File: config.mk
export PLATFORM = sky130hd
export DESIGN_NAME = mcu_stripe_reader
export DESIGN_NICKNAME = d
export VERILOG_FILES = /design/src/rtl/mcu_stripe_reader.sv
export SDC_FILE = /design/constraint.sdc
export NUM_CORES = 1
export LEC_CHECK = 0
export CORE_MARGIN = 2
export CORE_UTILIZATION = 47
export CTS_BUF_LIST = sky130_fd_sc_hd__clkbuf_8
export CTS_CLUSTER_DIAMETER = 60
export CTS_CLUSTER_SIZE = 40
export DETAILED_ROUTE_END_ITERATION = 6
export GPL_ROUTABILITY_DRIVEN = 0
export GPL_TIMING_DRIVEN = 1
export PLACE_DENSITY = 0.76
export SLEW_MARGIN = 20
export SYNTH_ARGS = -nofsm -noshare
export SYNTH_HDL_FRONTEND = slang
export SYNTH_SLANG_ARGS = --single-unit
File: constraint.sdc
create_clock -name clock -period 6 [get_ports clock]
set_input_delay 0.6 -clock clock [delete_from_list [all_inputs] [get_ports clock]]
set_output_delay 0.6 -clock clock [all_outputs]
set_load 0.1 [all_outputs]
File: src/rtl/mcu_stripe_reader.sv
// mcu_stripe_reader: reads one completed 8-row stripe out of the back half of
// the double-buffered EBR bank as a sequence of 8x8 MCUs, each in raster
// order, and streams the bytes to the DCT stage over valid/ready.
// Optional build macro MCU_STRIPE_READER_CYCLE_COUNT_EN adds stripe_cycles,
// the number of busy cycles spent on the most recent stripe.
module mcu_stripe_reader #(
   parameter int WIDTH_PIX = 320,
   parameter int NUM_EBR   = 5,
   parameter int EBR_SIZE  = 512
) (
   input  logic                       clock,
   input  logic                       nreset,
   input  logic                       frontbuffer_select,
   output logic [$clog2(NUM_EBR)-1:0] rd_block_select,
   output logic                       rd_buffer_select,
   output logic [$clog2(EBR_SIZE)-1:0] rd_addr,
   output logic                       rd_en,
   input  logic [7:0]                 rd_data,
   output logic [7:0]                 pix_data,
   output logic                       pix_valid,
   input  logic                       pix_ready,
   output logic                       pix_first,
   output logic                       pix_last,
   output logic [5:0]                 mcu_index,
   output logic                       stripe_done,
   output logic                       overrun,
   input  logic                       overrun_clear
`ifdef MCU_STRIPE_READER_CYCLE_COUNT_EN
   ,
   output logic [15:0]                stripe_cycles
`endif
);

   localparam int MCUS = WIDTH_PIX / 8;
   localparam int BW   = $clog2(NUM_EBR);
   localparam int AW   = $clog2(EBR_SIZE);

   typedef enum logic [1:0] {S_IDLE, S_READ, S_DRAIN} state_t;

   // One output beat; metadata rides along with the byte through the skid FIFO.
   typedef struct packed {
      logic [7:0] data;
      logic       first;
      logic       last;
      logic [5:0] mcu;
   } beat_t;

   state_t      r_state, w_state_nxt;
   logic        r_fb_prev, w_stripe_evt;
   logic [2:0]  r_px, r_py, r_slot;
   logic [5:0]  r_m;
   logic [BW-1:0] r_blk;
   logic        r_buf_sel, r_overrun;
   logic        r_inflight, r_if_first, r_if_last;
   logic [5:0]  r_if_mcu;
   beat_t       r_q [2];
   logic [1:0]  r_occ;
   beat_t       w_in, w_head;
   logic        w_issue, w_clear_cnt, w_last_rd;
   logic        w_accept, w_pop, w_push, w_widx;

   assign w_stripe_evt = (frontbuffer_select != r_fb_prev);
   assign w_last_rd    = (r_m == 6'(MCUS-1)) && (r_py == 3'd7) && (r_px == 3'd7);

   // State register.
   always_ff @(posedge clock or negedge nreset) begin
      if (!nreset) r_state <= S_IDLE;
      else         r_state <= w_state_nxt;
   end

   // Next state, read issue (credit-limited so the 2-entry FIFO never overflows).
   always_comb begin
      w_state_nxt = r_state;
      w_issue     = 1'b0;
      w_clear_cnt = 1'b0;
      case (r_state)
         S_IDLE: begin
            if (w_stripe_evt) begin
               w_state_nxt = S_READ;
               w_clear_cnt = 1'b1;
            end
         end
         S_READ: begin
            w_issue = ((r_occ + {1'b0, r_inflight}) < 2'd2);
            if (w_issue && w_last_rd) w_state_nxt = S_DRAIN;
         end
         S_DRAIN: begin
            if (r_occ == 2'd0 && !r_inflight) w_state_nxt = S_IDLE;
         end
         default: w_state_nxt = S_IDLE;
      endcase
   end

   // Edge detector, buffer latch and read-position counters (block index is a
   // wrap counter so no divider is needed for m % NUM_EBR and m / NUM_EBR).
   always_ff @(posedge clock or negedge nreset) begin
      if (!nreset) begin
         r_fb_prev <= 1'b0;
         r_buf_sel <= 1'b0;
         r_px      <= '0;
         r_py      <= '0;
         r_m       <= '0;
         r_blk     <= '0;
         r_slot    <= '0;
      end else begin
         r_fb_prev <= frontbuffer_select;
         if (w_clear_cnt) begin
            r_buf_sel <= r_fb_prev;
            r_px      <= '0;
            r_py      <= '0;
            r_m       <= '0;
            r_blk     <= '0;
            r_slot    <= '0;
         end else if (w_issue) begin
            r_px <= r_px + 3'd1;
            if (r_px == 3'd7) begin
               r_py <= r_py + 3'd1;
               if (r_py == 3'd7) begin
                  r_m <= r_m + 6'd1;
                  if (r_blk == BW'(NUM_EBR-1)) begin
                     r_blk  <= '0;
                     r_slot <= r_slot + 3'd1;
                  end else begin
                     r_blk <= r_blk + BW'(1);
                  end
               end
            end
         end
      end
   end

   // Track the single outstanding read and the metadata its data will carry.
   always_ff @(posedge clock or negedge nreset) begin
      if (!nreset) begin
         r_inflight <= 1'b0;
         r_if_first <= 1'b0;
         r_if_last  <= 1'b0;
         r_if_mcu   <= '0;
      end else begin
         r_inflight <= w_issue;
         if (w_issue) begin
            r_if_first <= (r_px == 3'd0) && (r_py == 3'd0);
            r_if_last  <= (r_px == 3'd7) && (r_py == 3'd7);
            r_if_mcu   <= r_m;
         end
      end
   end

   assign rd_en           = w_issue;
   assign rd_block_select = r_blk;
   assign rd_buffer_select = r_buf_sel;
   assign rd_addr         = AW'({r_slot, r_py, r_px});

   // Returning data bypasses the FIFO when it is empty, giving 1 beat/clock
   // and first valid two cycles after the stripe event.
   assign w_in      = '{data: rd_data, first: r_if_first, last: r_if_last, mcu: r_if_mcu};
   assign pix_valid = (r_occ != 2'd0) || r_inflight;
   assign w_head    = (r_occ != 2'd0) ? r_q[0] : (r_inflight ? w_in : '0);
   assign w_accept  = pix_valid && pix_ready;
   assign w_pop     = w_accept && (r_occ != 2'd0);
   assign w_push    = r_inflight && !(w_accept && r_occ == 2'd0);
   assign w_widx    = w_pop ? (r_occ == 2'd2) : (r_occ == 2'd1);

   assign pix_data    = w_head.data;
   assign pix_first   = w_head.first;
   assign pix_last    = w_head.last;
   assign mcu_index   = w_head.mcu;
   assign stripe_done = w_accept && w_head.last && (w_head.mcu == 6'(MCUS-1));

   // Two-entry skid FIFO; entry 0 is the head.
   always_ff @(posedge clock or negedge nreset) begin
      if (!nreset) begin
         r_occ <= '0;
         for (int i = 0; i < 2; i++) r_q[i] <= '0;
      end else begin
         if (w_pop)  r_q[0] <= r_q[1];
         if (w_push) r_q[w_widx] <= w_in;
         r_occ <= r_occ + {1'b0, w_push} - {1'b0, w_pop};
      end
   end

   // Sticky overrun: a new stripe arrived while still busy; set beats clear.
   always_ff @(posedge clock or negedge nreset) begin
      if (!nreset)                              r_overrun <= 1'b0;
      else if (w_stripe_evt && r_state != S_IDLE) r_overrun <= 1'b1;
      else if (overrun_clear)                   r_overrun <= 1'b0;
   end

   assign overrun = r_overrun;

`ifdef MCU_STRIPE_READER_CYCLE_COUNT_EN
   logic [15:0] r_cyc_cnt, r_stripe_cycles, w_cyc_inc;

   assign w_cyc_inc = (r_cyc_cnt == 16'hFFFF) ? r_cyc_cnt : r_cyc_cnt + 16'd1;

   // Busy-cycle counter; the snapshot includes the stripe_done cycle itself.
   always_ff @(posedge clock or negedge nreset) begin
      if (!nreset) begin
         r_cyc_cnt       <= '0;
         r_stripe_cycles <= '0;
      end else begin
         if (r_state == S_IDLE && w_stripe_evt) r_cyc_cnt <= '0;
         else if (r_state != S_IDLE)            r_cyc_cnt <= w_cyc_inc;
         if (stripe_done) r_stripe_cycles <= w_cyc_inc;
      end
   end

   assign stripe_cycles = r_stripe_cycles;
`endif

endmodule
* After elaboration in Yosys (flattened, before gate mapping)
Index checks and enable logic that the tools add are counted.
Word-level totals: bits in registers 66, memories 0, output and inout bits 33, memory bits (writable) 0, bits in latches 0, bits in read-only memories 0, logic and storage cells 115
Operators by class: mux-type cells 36, eq/ne operators 13, order comparisons 3, $mul 0, div/mod/pow operators 0, shifts and indexed selects 0, reductions and logical operators 32, bitwise operators 1, add/subtract/negate cells 8
Operators by type and width (number):
- $mux W16 | 4
- $mux W3 | 15
- $bwmux W32 | 1
- $mux W32 | 1
- $mux W6 | 4
- $demux W16 S1 | 1
- $logic_and A1 B1 Y1 | 14
- $reduce_bool A2 Y1 | 7
- $add A3 B1 Y3 const B | 4
- $eq A6 B6 Y1 const B | 2
- $eq A3 B3 Y1 const B | 3
- $add A6 B1 Y6 const B | 1
- $logic_not A3 Y1 | 2
- $mux W1 | 6
- $mux W2 | 3
- $ne A2 B2 Y1 const B | 3
- $pmux W2 S3 | 1
- $reduce_and A3 Y1 | 2
- $add A2 B1 Y2 | 2
- $eq A2 B1 Y1 const B | 2
- $eq A2 B2 Y1 const B | 2
- $logic_not A2 Y1 | 2
- $reduce_and A4 Y1 | 1
- $ge A2 B2 Y1 const B | 1
- 8 further kinds | 9

* Longest topological paths before layout
depth after elaboration 12, depth in mapped cells 8

* Least setup slack after synthesis
Ideal clock, no wire load.
path kind register to output, start point register r_occ[0], end point output port stripe_done, setup slack 1.307 ns, arrival time 4.093 ns, stages on the path, launching flop included 5, path buffers 1, cells stage by stage dfrtp_1 > or2_2 > buf_2 > o21ai_0 > and3_1
Between the ends: elaborated cells between the ends (all ways) 7, classes of those cells eq/ne (1); mux (1); reduce/logical (5)
RTL lines:
- start, declared | line 57 | logic [1:0] r_occ;
- start signal, assigned | line 178 | r_occ <= r_occ + {1'b0, w_push} - {1'b0, w_pop};
- $reduce_bool A2 Y1 | line 158 | assign w_head = (r_occ != 2'd0) ? r_q[0] : (r_inflight ? w_in : '0);
- $mux W16 | line 158
- named net mcu_index[0] | line 24 | output logic [5:0] mcu_index,
- $eq A6 B6 Y1 | line 168 | assign stripe_done = w_accept && w_head.last && (w_head.mcu == 6'(MCUS-1));
- $logic_and A1 B1 Y1 | line 168
- end, declared | line 25 | output logic stripe_done,
The timed path passes the listed nets, and every way through them passes these cells.

* Worst setup path in the final report
start point register r_inflight, end point output port rd_en
Between the ends: word-level cells in the longest chain between the ends 3
Ends and longest elaborated chain:
- start, declared | line 54 | logic r_inflight, r_if_first, r_if_last;
- start signal, assigned | line 140 | r_inflight <= w_issue;
- $add A2 B1 Y2 | line 84 | w_issue = ((r_occ + {1'b0, r_inflight}) < 2'd2);
- $lt A2 B2 Y1 | line 84
- $mux W1 | line 76 | case (r_state)
- end, declared | line 17 | output logic rd_en,
No other way between the ends.

==> impl_results.md <==
* Ant diodes at 0
* Met3 Use GR at 6.26%
* Core Region at 0.00676 mm2
* Die X at 87.1 um
* Worst Max-Slew Pin Slew at 1110 ps
* Synth Area in Compound Gates at 7.94%
* Synth cell types at 42
* Worst reg2reg startpoint: r_inflight
* RSZ-0062 raised after global routing: no
* Worst-path clk slew at 70 ps
* Fin crit share at 71.4%
* Cells after synthesis at 335
* Final HPWL DP at 4.47 mm
* Arr. time, crit path at 3680 ps
* Met1 usage at 24.0%
* Area Overhead vs Synth at 21.3%
* Die Ht at 87.1 um
* Vias at 2534
* Worst reg2reg setup slack at 3390 ps
* Setup_tns at 0 ps
* Tmin final at 4280 ps
* Post-Syn Nets at 359
* Initial antenna violation count at 0
* GRT met2 Usage at 33.0%
* Die area at 0.00759 mm2
* FF-to-FF path depth at 5
* Clock tree root buffer cell: clkbuf_8
* Crit-path cells: a21boi_1 -> or3_4 -> inv_1 -> clkdlybuf4s50_1
* Routed Antenna Nets at 0
* Crit path max fanout at 24
* DRT Wirelength at 6.75 mm
* Register area share after synthesis at 50.8%
* Port buffer count at 45
* Cts repair resizes at 0
* First DRT Iteration DRCs at 160
* Achievable frequency at 233 MHz
* Maximum buffer depth of the clock tree at 2
* CTS tree: built
* Layout cells sized above 1 at 10.8%
* Simple-gate portion of the synthesized area at 21.1%
* Register bit total from synthesis at 66
* Commonest cells after routing, fill and taps aside: nand2_1 (70), dfrtp_1 (66), clkdlybuf4s50_1 (44)
* Adder-cell share of the synthesized area at 4.24%
* Placed Area at 0.00373 mm2
* Largest net degree at the start of global routing at 67
* Total global routing track utilization at 19.4%
* Slew headroom at 25.6%
* Effective utilization at floorplan at 48.1%
* Final #Nets at 401
* Number of global-route vias before repair at 2482
* CP peak stage delay at 1210 ps
* First-pass GRT wire length at 11.4 mm
* Fin area at 0.00394 mm2
* Crit end category: primary output
* Async SR Flop Fraction at 100%
* Fillers at 579
* Hold slack at 413 ps
* Io pins at 46
* Max_cap viols at 0
* Critical Path RT at 5400 ps
* Drt drc at 0
* XOR/XNOR Fraction of Synth Area at 1.08%
* Congestion Overflow GR at 0
* Crit Path Class: register to primary output
* CTS Buf Count at 9
* Clock Skew at 7.09 ps
* DR pass1 iterations at 4
* Avg WL per Cell at 14.6 um
* H-Tree Depth at 3
* DR vias/cell at 5.50
* FP Rows at 30
* Total clock sinks at 66
* Final hold violations at 0
* Post-CTS setup buffers at 0
* Most common cell after layout, fill and taps aside: nand2_1
* Max Slew Vio Count at 0
* HP Class: primary input to async pin
* GRT busiest layer: met2
* Finish-stage setup viols at 0
* Largest family of logic cells by synthesized area: simple AND/OR/NAND/NOR gates
* Top FF cell, synth: dfrtp_1
* Slowest-stage cell, CP: clkdlybuf4s50_1
* Status: finished, final reports clean
* Final worst slack at 1720 ps
* Syn_area_per_cell at 9.70 um2
* Hold_buf cts at 0
* Crit start category: register
* Synth warn at 0
* Post-synthesis mux area share at 11.4%
* Worst r2r dst: r_py[0]
* Number of flops mapped to enable cells by yosys at 0
* Clk_lat worst skew at 340 ps
* Post-Syn Area at 0.00325 mm2
* Setup Slack @ Placement at 2150 ps
==> metrics by stage <==
step                      utilization [%]  cells
after floorplan                         -    335
after global placement               55.2    446
after detailed placement             55.2    446
after CTS                            58.2    461
after global routing                 58.3    461
final                                58.3    461
==> kinds of logic after synthesis <==
group / after synthesis
simple gates: 150
flops: 66
compound gates: 44
mux: 35
buf+inv: 25
fa+ha+maj: 11
xor+xnor: 4
==> synth_stat cells (4+ instances only) <==
master    count  area [um2]
o31ai_1       4        30.0
dfrtp_1      66        1650
mux2_2       16         180
a21oi_1      19        95.1
nand3_1      26         130
ha_1         11         138
o21ai_0      12        60.1
mux2i_1      19         190
inv_1        10        37.5
nor2_1       27         101
nand2_1      70         263
clkbuf_1      7        26.3
or3_1         4        25.0
==> critical path: cells and delay by family, from the launching register on <==
family / cells / cell delay, ps
buf+inv: 2 / 1570
compound gates: 1 / 290
flops: 1 / 900
simple gates: 1 / 570
==> worst max-delay path by stage <==
stage / depth (start not counted) / to / startpoint / slack, ps
5_1_grt: 4 / rd_en / r_inflight / 1550
3_3_place_gp: 4 / rd_en / r_inflight / 2220
6_report: 4 / rd_en / r_inflight / 1720
3_5_place_dp: 4 / rd_en / r_inflight / 2150
2_1_floorplan: 4 / stripe_done / r_occ[0] / 1310
4_1_cts: 4 / rd_en / r_inflight / 1750
==> per-layer routing <==
layer / wire (um) / up-vias
li1: - / 1234
met1: 3130 / 1235
met2: 3280 / 57
met3: 273 / 8
met4: 68 / 0
met5: 0 / -
==> area by class of cell <==
class / count / area, um2 / share of cell area [%]
clock buffers: 12 / 165 / 4.19
repair buffers: 46 / 453 / 11.5
well taps: 80 / 100 / 2.54
inverters: 10 / 37.5 / 0.953
multi-input cells: 244 / 1490 / 37.9
clock inverters: 3 / 38.8 / 0.985
flip-flops and latches: 66 / 1650 / 41.9
Power is not shown: default switching activity piles up to over one toggle a cycle in this logic, so the estimate is an artifact.
